===== src/rtl/load_use_scoreboard_pkg.sv =====
// Shared hazard-tracking types and constants for the load-use scoreboard.
package load_use_scoreboard_pkg;

  localparam int unsigned REG_W    = 5;
  localparam int unsigned CNT_BITS = 2;
  localparam int unsigned ALU_LAT  = 0;
  localparam int unsigned LOAD_LAT = 2;

  localparam logic [REG_W-1:0] ZERO_REG = '0;

  typedef struct packed {
    logic                valid;
    logic [REG_W-1:0]    dest;
    logic [CNT_BITS-1:0] cnt;
  } slot_t;

  function automatic logic [CNT_BITS-1:0] cnt_dec(input logic [CNT_BITS-1:0] c);
    return (c == '0) ? '0 : c - CNT_BITS'(1);
  endfunction

endpackage


===== src/rtl/load_use_scoreboard_if.sv =====
// ID-stage request and stall/bubble response bundle between decode and the scoreboard.
interface load_use_scoreboard_if;
  import load_use_scoreboard_pkg::*;

  logic [REG_W-1:0] rs_address_ID;
  logic [REG_W-1:0] rt_address_ID;
  logic             UsesRs_ID;
  logic             UsesRt_ID;
  logic             RegWrite_ID;
  logic             MemRead_ID;
  logic [REG_W-1:0] RegDst1Result_ID;
  logic             Flush_ID;
  logic             Stall_ID;
  logic             Bubble_EX1;

  modport master (
    output rs_address_ID, rt_address_ID, UsesRs_ID, UsesRt_ID,
           RegWrite_ID, MemRead_ID, RegDst1Result_ID, Flush_ID,
    input  Stall_ID, Bubble_EX1
  );

  modport slave (
    input  rs_address_ID, rt_address_ID, UsesRs_ID, UsesRt_ID,
           RegWrite_ID, MemRead_ID, RegDst1Result_ID, Flush_ID,
    output Stall_ID, Bubble_EX1
  );

endinterface


===== src/rtl/load_use_scoreboard_match.sv =====
// Finds the youngest in-flight producer of one source register and flags a hazard
// when that producer's result cannot be forwarded yet.
module scoreboard_match
  import load_use_scoreboard_pkg::*;
#(
  parameter int unsigned DEPTH = 4
) (
  input  slot_t [DEPTH-1:0] slots,
  input  logic [REG_W-1:0]  src,
  input  logic              use_src,
  output logic              hazard
);

  logic found;

  // Lowest index is youngest; later (older) matches are shadowed by it.
  always_comb begin
    hazard = 1'b0;
    found  = 1'b0;
    for (int unsigned i = 0; i < DEPTH; i++) begin
      if (!found && use_src && (src != ZERO_REG) &&
          slots[i].valid && (slots[i].dest == src)) begin
        found  = 1'b1;
        hazard = (slots[i].cnt != '0);
      end
    end
  end

endmodule


===== src/rtl/load_use_scoreboard.sv =====
// Load-use scoreboard: tracks EX1..MEM destinations with forwarding countdowns,
// stalls IF/ID and bubbles EX1 when an ID source is not yet forwardable.
module load_use_scoreboard
  import load_use_scoreboard_pkg::*;
#(
  parameter int unsigned DEPTH    = 4,
  parameter int unsigned ALU_LAT  = load_use_scoreboard_pkg::ALU_LAT,
  parameter int unsigned LOAD_LAT = load_use_scoreboard_pkg::LOAD_LAT,
  parameter int unsigned CNT_W    = 16
) (
  input  logic                  Clk,
  input  logic                  Rst_n,
  load_use_scoreboard_if.slave  id_if,
  output logic [CNT_W-1:0]      stall_count
);

  slot_t [DEPTH-1:0] slots;
  logic              haz_rs;
  logic              haz_rt;
  logic              stall;
  logic              bubble;

  scoreboard_match #(.DEPTH(DEPTH)) u_match_rs (
    .slots   (slots),
    .src     (id_if.rs_address_ID),
    .use_src (id_if.UsesRs_ID),
    .hazard  (haz_rs)
  );

  scoreboard_match #(.DEPTH(DEPTH)) u_match_rt (
    .slots   (slots),
    .src     (id_if.rt_address_ID),
    .use_src (id_if.UsesRt_ID),
    .hazard  (haz_rt)
  );

  // Reset gating keeps both outputs low while Rst_n is asserted, even with Flush_ID high.
  always_comb begin
    stall  = Rst_n && (haz_rs || haz_rt) && !id_if.Flush_ID;
    bubble = Rst_n && (stall || id_if.Flush_ID);
  end

  assign id_if.Stall_ID   = stall;
  assign id_if.Bubble_EX1 = bubble;

  always_ff @(posedge Clk or negedge Rst_n) begin
    if (!Rst_n) begin
      slots <= '0;
    end else begin
      for (int unsigned i = 1; i < DEPTH; i++) begin
        slots[i].valid <= slots[i-1].valid;
        slots[i].dest  <= slots[i-1].dest;
        slots[i].cnt   <= cnt_dec(slots[i-1].cnt);
      end
      if (bubble) begin
        slots[0] <= '0;
      end else begin
        slots[0].valid <= id_if.RegWrite_ID;
        slots[0].dest  <= id_if.RegDst1Result_ID;
        slots[0].cnt   <= id_if.MemRead_ID ? CNT_BITS'(LOAD_LAT) : CNT_BITS'(ALU_LAT);
      end
    end
  end

  always_ff @(posedge Clk or negedge Rst_n) begin
    if (!Rst_n) begin
      stall_count <= '0;
    end else if (stall && (stall_count != '1)) begin
      stall_count <= stall_count + CNT_W'(1);
    end
  end

endmodule


===== src/flat_wrapper.sv =====
// flat-port wrapper written by rule: the top's interface ports become plain ports
module load_use_scoreboard_flat import load_use_scoreboard_pkg::*;
#(
  parameter int unsigned DEPTH    = 4,
  parameter int unsigned ALU_LAT  = load_use_scoreboard_pkg::ALU_LAT,
  parameter int unsigned LOAD_LAT = load_use_scoreboard_pkg::LOAD_LAT,
  parameter int unsigned CNT_W    = 16
)
  (Clk, Rst_n, stall_count, id_if_rs_address_ID, id_if_rt_address_ID, id_if_UsesRs_ID, id_if_UsesRt_ID, id_if_RegWrite_ID, id_if_MemRead_ID, id_if_RegDst1Result_ID, id_if_Flush_ID, id_if_Stall_ID, id_if_Bubble_EX1);
  load_use_scoreboard_if id_if_i ();
  input  logic Clk;
  input  logic Rst_n;
  output logic [CNT_W-1:0] stall_count;
  input wire logic [$bits(id_if_i.rs_address_ID)-1:0] id_if_rs_address_ID;
  input wire logic [$bits(id_if_i.rt_address_ID)-1:0] id_if_rt_address_ID;
  input wire logic [$bits(id_if_i.UsesRs_ID)-1:0] id_if_UsesRs_ID;
  input wire logic [$bits(id_if_i.UsesRt_ID)-1:0] id_if_UsesRt_ID;
  input wire logic [$bits(id_if_i.RegWrite_ID)-1:0] id_if_RegWrite_ID;
  input wire logic [$bits(id_if_i.MemRead_ID)-1:0] id_if_MemRead_ID;
  input wire logic [$bits(id_if_i.RegDst1Result_ID)-1:0] id_if_RegDst1Result_ID;
  input wire logic [$bits(id_if_i.Flush_ID)-1:0] id_if_Flush_ID;
  output wire logic [$bits(id_if_i.Stall_ID)-1:0] id_if_Stall_ID;
  output wire logic [$bits(id_if_i.Bubble_EX1)-1:0] id_if_Bubble_EX1;
  assign id_if_i.rs_address_ID = id_if_rs_address_ID;
  assign id_if_i.rt_address_ID = id_if_rt_address_ID;
  assign id_if_i.UsesRs_ID = id_if_UsesRs_ID;
  assign id_if_i.UsesRt_ID = id_if_UsesRt_ID;
  assign id_if_i.RegWrite_ID = id_if_RegWrite_ID;
  assign id_if_i.MemRead_ID = id_if_MemRead_ID;
  assign id_if_i.RegDst1Result_ID = id_if_RegDst1Result_ID;
  assign id_if_i.Flush_ID = id_if_Flush_ID;
  assign id_if_Stall_ID = id_if_i.Stall_ID;
  assign id_if_Bubble_EX1 = id_if_i.Bubble_EX1;
  load_use_scoreboard #(.DEPTH(DEPTH), .ALU_LAT(ALU_LAT), .LOAD_LAT(LOAD_LAT), .CNT_W(CNT_W)) u_core (.Clk(Clk), .Rst_n(Rst_n), .id_if(id_if_i), .stall_count(stall_count));
endmodule

===== config.mk =====
export PLATFORM = sky130hd
export DESIGN_NAME = load_use_scoreboard_flat
export DESIGN_NICKNAME = d
export VERILOG_FILES = /design/src/rtl/load_use_scoreboard_pkg.sv /design/src/rtl/load_use_scoreboard_if.sv /design/src/rtl/load_use_scoreboard_match.sv /design/src/rtl/load_use_scoreboard.sv /design/src/flat_wrapper.sv
export SDC_FILE = /design/constraint.sdc
export NUM_CORES = 1
export LEC_CHECK = 0
export ABC_AREA = 1
export CAP_MARGIN = 15
export CORE_MARGIN = 3
export CORE_UTILIZATION = 49
export DETAILED_ROUTE_END_ITERATION = 16
export GPL_ROUTABILITY_DRIVEN = 0
export PLACE_DENSITY_LB_ADDON = 0.05
export SLEW_MARGIN = 20
export SYNTH_ARGS = -nofsm -noshare
export SYNTH_HDL_FRONTEND = slang
export SYNTH_SLANG_ARGS = --single-unit
export TNS_END_PERCENT = 30

===== constraint.sdc =====
create_clock -name Clk -period 1.81 [get_ports Clk]
set_clock_uncertainty 0.05 [all_clocks]
set_input_delay 0.362 -clock Clk [delete_from_list [all_inputs] [get_ports Clk]]
set_output_delay 0.362 -clock Clk [all_outputs]
set_load 0.01 [all_outputs]

Word-level counts from Yosys, hierarchy flattened. Cells that the tools add are included.

Add/subtract/negate cells: 4. Equality and inequality tests: 9. Muxes and demuxes: 19. Reduce and logical (&&, ||, !) cells: 52.

Operators by type and width (count): 5-bit equality test (8); 1-bit logical AND (34); 16-bit by 1-bit adder with 16-bit output, second input constant (1); 16-bit inequality test, second input constant (1); 1-bit 2-to-1 mux (14); 5-bit nonzero test (2); 2-bit 2-to-1 mux (4); 8-bit 2-to-1 mux (1); 2-bit nonzero test (4); 1-bit zero test (7); 2-bit zero test (3); 2-bit by 1-bit subtractor with 2-bit output, second input constant (3); 1-bit logical OR (2).

Register bits after elaboration: 48. Bits of input ports: 22. Output and inout port bits: 18. Logic and storage cells: 97.

Logic depth before layout (Yosys ltp). Gate-level depths: netlist of the first run.

Word-level depth: 29. Gate-level depth with buffers: 15. Mapped depth without buffers: 14.

Cells and area by module. A second synthesis of the first run with hierarchy kept.

Cells, all modules: 369. Area, all modules: 2718.9 µm².

Modules (own cells, without submodules): load_use_scoreboard (times used 1, cells each 191, area an instance 1843.0 µm²); scoreboard_match (times used 2, cells each 89, area an instance 437.9 µm²).

Worst setup path before layout of the first run. No wires, ideal clock.

Kind: register to register. Start point: reg u_core.stall_count[0]. End point: reg u_core.stall_count[11]. Arrival time: 1.728 ns. Path slack: -0.085 ns. Stages on the path, launching flop included: 10. Buffers on the path: 1. Clock period less this slack: 1.895 ns. Path through: dfrtp_1 -> ha_1 -> nand3_1 -> inv_1 -> nand3_1 -> nor3_1 -> nand2_2 -> clkbuf_1 -> nand4_1 -> nand2_2.

Word-level cells in the longest chain between the ends: 2. Elaborated cells between the ends (all ways): 3.

Ends and longest elaborated chain: start, declared (line load_use_scoreboard.sv:14) `output logic [CNT_W-1:0] stall_count`; start signal, assigned (line load_use_scoreboard.sv:69) `stall_count <= stall_count + CNT_W'(1);`; branches (longest 2 deep; another with 16-bit by 1-bit adder with 16-bit output).

Parallel ways; which one is timed is not known. A chain may end at the register's enable or synchronous reset.

Worst setup path after layout of the first run.
Start point: in id_if_rs_address_ID[3]. End point: out id_if_Bubble_EX1.

Word-level cells in the longest chain between the ends: 28. Elaborated cells between the ends (all ways): 35.

Ends and longest elaborated chain: start, declared (line flat_wrapper.sv:14) `input wire logic [$bits(id_if_i.rs_address_ID)-1:0] id_if_rs_address_ID;`; 5-bit nonzero test (line load_use_scoreboard_match.sv:21) `if (!found && use_src && (src != ZERO_REG) &&`; 1-bit logical AND (2 in series) (line load_use_scoreboard_match.sv:21); 1-bit logical AND (line load_use_scoreboard_match.sv:22) `slots[i].valid && (slots[i].dest == src)) begin`; 1-bit 2-to-1 mux (line load_use_scoreboard_match.sv:21); 1-bit zero test (line load_use_scoreboard_match.sv:21); 1-bit logical AND (3 in series) (line load_use_scoreboard_match.sv:21); 1-bit logical AND (line load_use_scoreboard_match.sv:22); 1-bit 2-to-1 mux (line load_use_scoreboard_match.sv:21); [... 6 more ...]; 1-bit zero test (line load_use_scoreboard_match.sv:21); 1-bit logical AND (3 in series) (line load_use_scoreboard_match.sv:21); 1-bit logical AND (line load_use_scoreboard_match.sv:22); 1-bit 2-to-1 mux * (line load_use_scoreboard_match.sv:21); 1-bit logical OR * (line load_use_scoreboard.sv:39) `stall = Rst_n && (haz_rs || haz_rt) && !id_if.Flush_ID;`; 1-bit logical AND * (2 in series) (line load_use_scoreboard.sv:39); 1-bit logical OR * (line load_use_scoreboard.sv:40) `bubble = Rst_n && (stall || id_if.Flush_ID);`; 1-bit logical AND * (line load_use_scoreboard.sv:40); end, declared (line flat_wrapper.sv:23) `output wire logic [$bits(id_if_i.Bubble_EX1)-1:0] id_if_Bubble_EX1;`.

Mark *: on every way between the ends. The rest lies on a longest branch, timed or not.

==> run metrics, run 1 <==
total die area=6340 um2; average via count per standard cell=5.09; cell row count=26; register bit total from synthesis=44; worst setup slack after layout=-0.494 ns; part of the total power dissipated in combinational logic=20.9%; Max stage delay on crit path=0.29 ns; clock period minus final worst setup slack=2.30 ns; highest metal used=met4; RSZ-0062 raised after global routing=true; fmax=0.434 GHz; number of enable-type register cells in the synthesized netlist=0; critical path type=primary input to output pin; clock buffers created by TritonCTS=5; first-pass GRT wire length=12,200 um; library cells used by synthesis=25; most numerous cell in the Yosys netlist=nand2_1; relative slew slack=59.7%; startpoint class of the critical path=primary input; CP Depth=15; critical path fanouts, max=6; failing checks=negative setup slack; cell type with the highest aggregate area in the netlist=dfrtp_1; wl on met1=2960 um; reg2reg setup slack=-0.45 ns; sequential-to-total area share from yosys stat=41.5%; kind of cell adding the most delay to the critical path=simple AND/OR/NAND/NOR gates; worst supply voltage drop on vdd=408 uV; cell type with the highest occurrence count on the critical path=nand2_1; Critical Path Sink Type=output pin; cell types with the largest area share after synthesis=dfrtp_1 41%, nand2_1 18%, nor2_1 6.9%, nand4_1 4.9%, nand2_2 4.7%; Cells after DPL=502; cell at the root of the clock tree=clkbuf_8; share of power burned in the clock network=28.5%; gate count after technology mapping=371; maximum root-to-sink buffer count=2; share of power burned in registers=50.6%; Synthesis Warnings=0; number of max-capacitance violations reported=0; number of filler cells placed in the layout=462; slowest cell on the critical path=clkdlybuf4s15_1; routed wire length on met2=3880 um; x dimension of the die=79.6 um; r2r startpoint=u_core.slots[13]; pin count of the biggest net entering global routing=52; area share of the leading cell type in the synthesized netlist=41.5%; number of global-route vias before repair=2,667; endpoints failing hold=0; DRC errors left=0; y dimension of the die=79.6 um; Crit path required time=1.40 ns; routed via count=2,658; cell count of the worst reg-to-reg path=18; DR WL/cell=14.1 um; P&R area growth vs syn=33.9%; WL final=7340 um; final core utilization=68.8%; Leakage Power=1.83 nW; number of sinks on the clock net=44; critical path, cell by cell=clkdlybuf4s15_1 > inv_2 > nand2_1 > nand2_1 > nor2_1 > nand3_1 > nand2_1 > nor2_2 > nand2_1 > nand2_2 > nand2_2 > nand3_4 > nor2_4 > nor2_1 > buf_2; post-synth design cell area=2660 um2; HPWL reported at the end of detailed placement=5350 um; Pre-Repair DR Iteration Count=4; Layout Cells excl Fill=522; switching fraction of total power=30.1%; Synth top cells by count=126 x nand2_1, 49 x nor2_1, 44 x dfrtp_1; overall global routing resource usage=24.7%; Ports=40; ratio of cells with drive above 1 in the final layout=24.8%; reg-to-reg critical path endpoint=u_core.stall_count[13]; H-tree depth=2; arrival time of data at the critical path endpoint=1.89 ns; Post-CTS Hold Fix Bufs=0; capture point of the critical path=id_if_Bubble_EX1; status=finished with violations; length of routed met3 wiring=287 um; Cell Pwr Density=609 nW/um2; flip-flop cell with the highest count after synthesis=dfrtp_1; I/O Buffers=39; Internal=0.00151 W; pin slew with the least headroom to its limit=0.605 ns; insertion delay to the later sink of the worst-skew pair=0.30 ns; # setup viols final=25; final net count=474; overflow left after global routing=0; clock tree from TritonCTS=built; NetSw=0.000652 W; Starting Density=51.4%; Max Slew Vio Count=0; mean instance size in the synthesized netlist=7.16 um2; clock slew at reported path FFs=0.08 ns; antenna violations before repair=0; initial detailed-routing violation count=192; placeable core region=5170 um2; final clock period utilization by the worst path=127%; setup TNS after final layout=-8.70 ns; count of antenna-violating nets left after detailed routing=0; Bufs and invs on worst path=3; Post-synth ARST share=100%; startpoint of the worst setup timing path=id_if_rs_address_ID[3]; type of the tightest min-delay check=primary input to asynchronous set/reset pin; n_diodes=0
-- stage by stage --
stage,cell area (um2),hold slack [ns],power (W),setup slack (ns)
final,3560,0.148,0.00217,-0.494
after global routing,3560,0.188,0.00229,-0.709
after CTS,3460,0.168,0.00216,-0.495
after detailed placement,3300,0.340,0.00153,-1.16
after global placement,3300,0.343,0.00153,-1.15
after floorplan,2670,0.0164,0.00131,-0.00448
-- sequential cells by signal, summed over array words and instances, names as in the netlist --
| signal | count |
|---|---|
| u_core.slots | 28 |
| u_core.stall_count | 16 |
-- power by group through the flow --
stage               Sequential (W)  Clock, W  Combinational [W]
detailed placement         0.00111         0           0.000420
CTS                        0.00109  0.000634           0.000433
finish                     0.00110  0.000617           0.000453
global route               0.00110  0.000681           0.000506
global placement           0.00111         0           0.000418
floorplan                  0.00112         0           0.000193
-- repair_timing --
action,CTS,global route
resized for setup,41,21
pin swaps,10,16
endpoints found under the setup margin,25,28
setup buffers,4,7
hold endpoints to repair,0,0
cloned,1,0
-- layer usage --
metal  GRT usage [%]  vias up
met2            44.2       72
met1            29.2     1243
li1                -     1325
met3            3.39       18
met4            11.2        0
met5               0        -
-- layout by cell type, fill, tap and decap left out, types with 2 or more instances in the layout --
| cell | count |
|---|---|
| nand2_2 | 24 |
| xnor2_1 | 7 |
| nand2_1 | 121 |
| o21ai_1 | 4 |
| nand3_1 | 12 |
| clkdlybuf4s15_1 | 3 |
| xor2_1 | 10 |
| nor2_2 | 9 |
| inv_2 | 18 |
| dlygate4sd2_1 | 6 |
| nor2_1 | 44 |
| buf_6 | 3 |
| clkdlybuf4s50_1 | 24 |
| nor3_1 | 4 |
| clkinv_2 | 2 |
| buf_4 | 32 |
| inv_1 | 24 |
| conb_1 | 2 |
| nand3_4 | 3 |
| clkbuf_8 | 5 |
| dfrtp_1 | 41 |
| dfrtp_2 | 3 |
| nand3_2 | 2 |
| a21boi_1 | 7 |
| buf_2 | 2 |
| nand4_1 | 21 |
| dlymetal6s2s_1 | 2 |
| o21ai_0 | 4 |
-- layout make-up --
type | count | area [um2] | area share (%)
Multi-Input combinational cell | 282 | 1440 | 40.4
Sequential cell | 44 | 1100 | 31.1
Timing Repair Buffer | 75 | 678 | 19.1
Inverter | 43 | 161 | 4.54
Tap cell | 70 | 87.6 | 2.46
Clock buffer | 5 | 68.8 | 1.93
Clock inverter | 3 | 18.8 | 0.528
-- cell families after synthesis --
kind of cell	after synthesis	share of synthesized area, %
buf+inv	47	7.35
other cells	1	0.141
flops	44	41.5
simple gates	244	41.0
fa+ha+maj	1	0.471
compound gates	17	3.96
xor+xnor	17	5.61
-- worst min-delay path by stage --
| stage | from | end | slack [ns] | cells after the start |
|---|---|---|---|---|
| floorplan | Rst_n | u_core.slots[10] | 0.02 | 0 |
| global placement | u_core.slots[11] | u_core.slots[19] | 0.34 | 0 |
| detailed placement | u_core.slots[1] | u_core.slots[8] | 0.34 | 0 |
| CTS | Rst_n | u_core.slots[31] | 0.17 | 2 |
| global route | Rst_n | u_core.slots[28] | 0.19 | 2 |
| finish | Rst_n | u_core.slots[28] | 0.15 | 2 |
Note: power is estimated with default switching activity, not from simulation.
==> inputs of run 2 (changes only) <==
--- a/constraint.sdc
+++ b/constraint.sdc
@@ -3,3 +3,3 @@
 set_input_delay 0.362 -clock Clk [delete_from_list [all_inputs] [get_ports Clk]]
 set_output_delay 0.362 -clock Clk [all_outputs]
-set_load 0.01 [all_outputs]
+set_load 0.1 [all_outputs]
==> run 2 against run 1 <==
Net effect:
- the run still ends with negative setup slack left
- global-route usage decreased by 0.70 points
- non-clock buffer count is 9 lower
- flip-flop and latch count unchanged
- combinational power up 32%
- sequential power hardly changed
- total power grew 8.5%
- register-to-register slack better by 0.26 ns
- critical path type is now register to output pin
==> run metrics, run 2 (synthesis gave the netlist of run 1 again) <==
x dimension of the die=79.6 um (unchanged); Critical Path Sink Type=output pin; placeable core region=5170 um2 (unchanged); part of the total power dissipated in combinational logic=25.5% (+4.6 points); Max Slew Vio Count=0 (unchanged); clock period minus final worst setup slack=2.37 ns (+0.0683 ns); critical path fanouts, max=4 (-2); number of sinks on the clock net=44 (unchanged); Bufs and invs on worst path=3 (unchanged); Starting Density=51.4% (unchanged); first-pass GRT wire length=11,800 um (-2.9%); DR WL/cell=13.8 um (-2.1%); worst supply voltage drop on vdd=532 uV (+30%); failing checks=negative setup slack; worst setup slack after layout=-0.563 ns (-0.0683 ns); share of power burned in registers=47.1% (-3.5 points); worst hold margin=0.116 ns (-0.0316 ns); HPWL reported at the end of detailed placement=5280 um (-1.3%); cell type with the highest occurrence count on the critical path=nand2_1; startpoint class of the critical path=register; endpoints failing hold=0 (unchanged); final net count=464 (-2.1%); Internal=0.00159 W (+5.0%); number of filler cells placed in the layout=413 (-11%); Top reg by flops=u_core.slots; y dimension of the die=79.6 um (unchanged); Pre-Repair DR Iteration Count=4 (unchanged); H-tree depth=2 (unchanged); RSZ-0062 raised after global routing=true; Ports=40 (unchanged); relative slew slack=59.2% (-0.47 points); number of global-route vias before repair=2,618 (-1.8%); kind of cell adding the most delay to the critical path=simple AND/OR/NAND/NOR gates; I/O Buffers=39 (unchanged); final clock period utilization by the worst path=131% (+3.8 points); maximum root-to-sink buffer count=2 (unchanged); cell at the root of the clock tree=clkbuf_8; clock tree from TritonCTS=built; number of max-capacitance violations reported=0 (unchanged); overall global routing resource usage=24.0% (-0.70 points); n_diodes=0 (unchanged); clock buffers created by TritonCTS=5 (unchanged); pin slew with the least headroom to its limit=0.612 ns (+0.00700 ns); slowest cell on the critical path=dfrtp_1; type of the tightest min-delay check=primary input to asynchronous set/reset pin; count of antenna-violating nets left after detailed routing=0 (unchanged); cell row count=26 (unchanged); total die area=6340 um2 (unchanged); Crit path required time=1.40 ns (about the same); status=finished with violations; share of power burned in the clock network=27.5% (-1.0 points); P&R area growth vs syn=39.9%; Top Registers=u_core.slots (28), u_core.stall_count (16); Post-CTS Hold Fix Bufs=0 (unchanged); pin count of the biggest net entering global routing=52 (unchanged); arrival time of data at the critical path endpoint=1.96 ns (+0.07 ns); critical path, cell by cell=inv_2 > nand2_2 > o21ai_1 > nor2_1 > nand2_1 > nor2_2 > nor2_2 > nand2_1 > nand2_1 > nand2_2 > nand3_4 > nand2_4 > clkinvlp_4 > buf_12; most common cell after layout, fill and taps aside=nand2_1; antenna violations before repair=0 (unchanged); critical path type=register to output pin; average via count per standard cell=5.11 (+0.30%); Max stage delay on crit path=0.41 ns (+0.12 ns); overflow left after global routing=0 (unchanged); most used cells in the layout excluding fill and tap cells=123 x nand2_1, 44 x nor2_1, 29 x dfrtp_1; WL final=7050 um (-4.0%); NetSw=0.000760 W (+17%); switching fraction of total power=32.4% (+2.2 points); # setup viols final=25 (unchanged); insertion delay to the later sink of the worst-skew pair=0.29 ns (about the same); initial detailed-routing violation count=186 (-3.1%); clock slew at reported path FFs=0.09 ns (about the same); Leakage Power=1.81 nW (-1.3%); ratio of cells with drive above 1 in the final layout=29.0% (+4.2 points); DRC errors left=0 (unchanged); fmax=0.421 GHz (-2.9%); setup TNS after final layout=-4.96 ns (+3.74 ns); routed via count=2,615 (-1.6%); Cell Pwr Density=632 nW/um2 (+3.8%); flip-flop count of the largest register after layout=28 (unchanged)
## run 2: layout make-up
class,count,area [um2],area share (%)
inverter,43,165,4.44
sequential,44,1130,30.5
timing repair buffer,66,801,21.5
tap,70,87.6,2.36
multi-input combinational,281,1440,38.7
clock buffer,7,86.3,2.32
clock inverter,1,7.51,0.202
## run 2: final timing paths
path | slack, ns | from | cells past startpoint | end
max | -0.56 | u_core.slots[13] | 14 | id_if_Stall_ID
min | 0.12 | Rst_n | 2 | u_core.slots[22]
max reg2reg | -0.19 | u_core.slots[5] | 16 | u_core.stall_count[11]
min reg2reg | 0.36 | u_core.slots[1] | 0 | u_core.slots[8]
max in group asynchronous | 1.12 | Rst_n | 2 | u_core.stall_count[0]
min in group Clk | 0.36 | u_core.slots[1] | 0 | u_core.slots[8]
## run 2: metal layers
metal | up-vias | track usage (%) | wire length [um]
met2 | 75 | 41.7 | 3570
met1 | 1212 | 28.5 | 2890
met4 | 0 | 12.2 | 293
li1 | 1303 | - | -
met5 | - | 0 | 0
met3 | 25 | 3.95 | 299
## run 2: metrics by stage
step	setup slack [ns]	std cells	util, %	total power, W	instance area [um2]
CTS	-0.555	510	71.0	0.00236	3670
floorplan	-0.334	372	-	0.00145	2760
detailed placement	-0.888	499	68.3	0.00171	3530
global route	-0.766	512	71.8	0.00247	3720
global placement	-0.869	499	68.3	0.00170	3530
finish	-0.563	512	71.8	0.00235	3720
## run 2: power groups by stage
stage | logic, W | registers, W | clock network [W]
after CTS | 0.000589 | 0.00110 | 0.000662
after global routing | 0.000651 | 0.00111 | 0.000707
after floorplan | 0.000214 | 0.00123 | 0
final | 0.000598 | 0.00111 | 0.000645
after detailed placement | 0.000584 | 0.00112 | 0
after global placement | 0.000578 | 0.00112 | 0
## run 2: repair_timing
| item | 4_1_cts | 5_1_grt |
|---|---|---|
| pin swaps | 6 | 9 |
| cloned | 0 | 1 |
| gates resized for setup | 25 | 10 |
| buffers inserted | 3 | 2 |
| setup endpoints to repair | 25 | 25 |
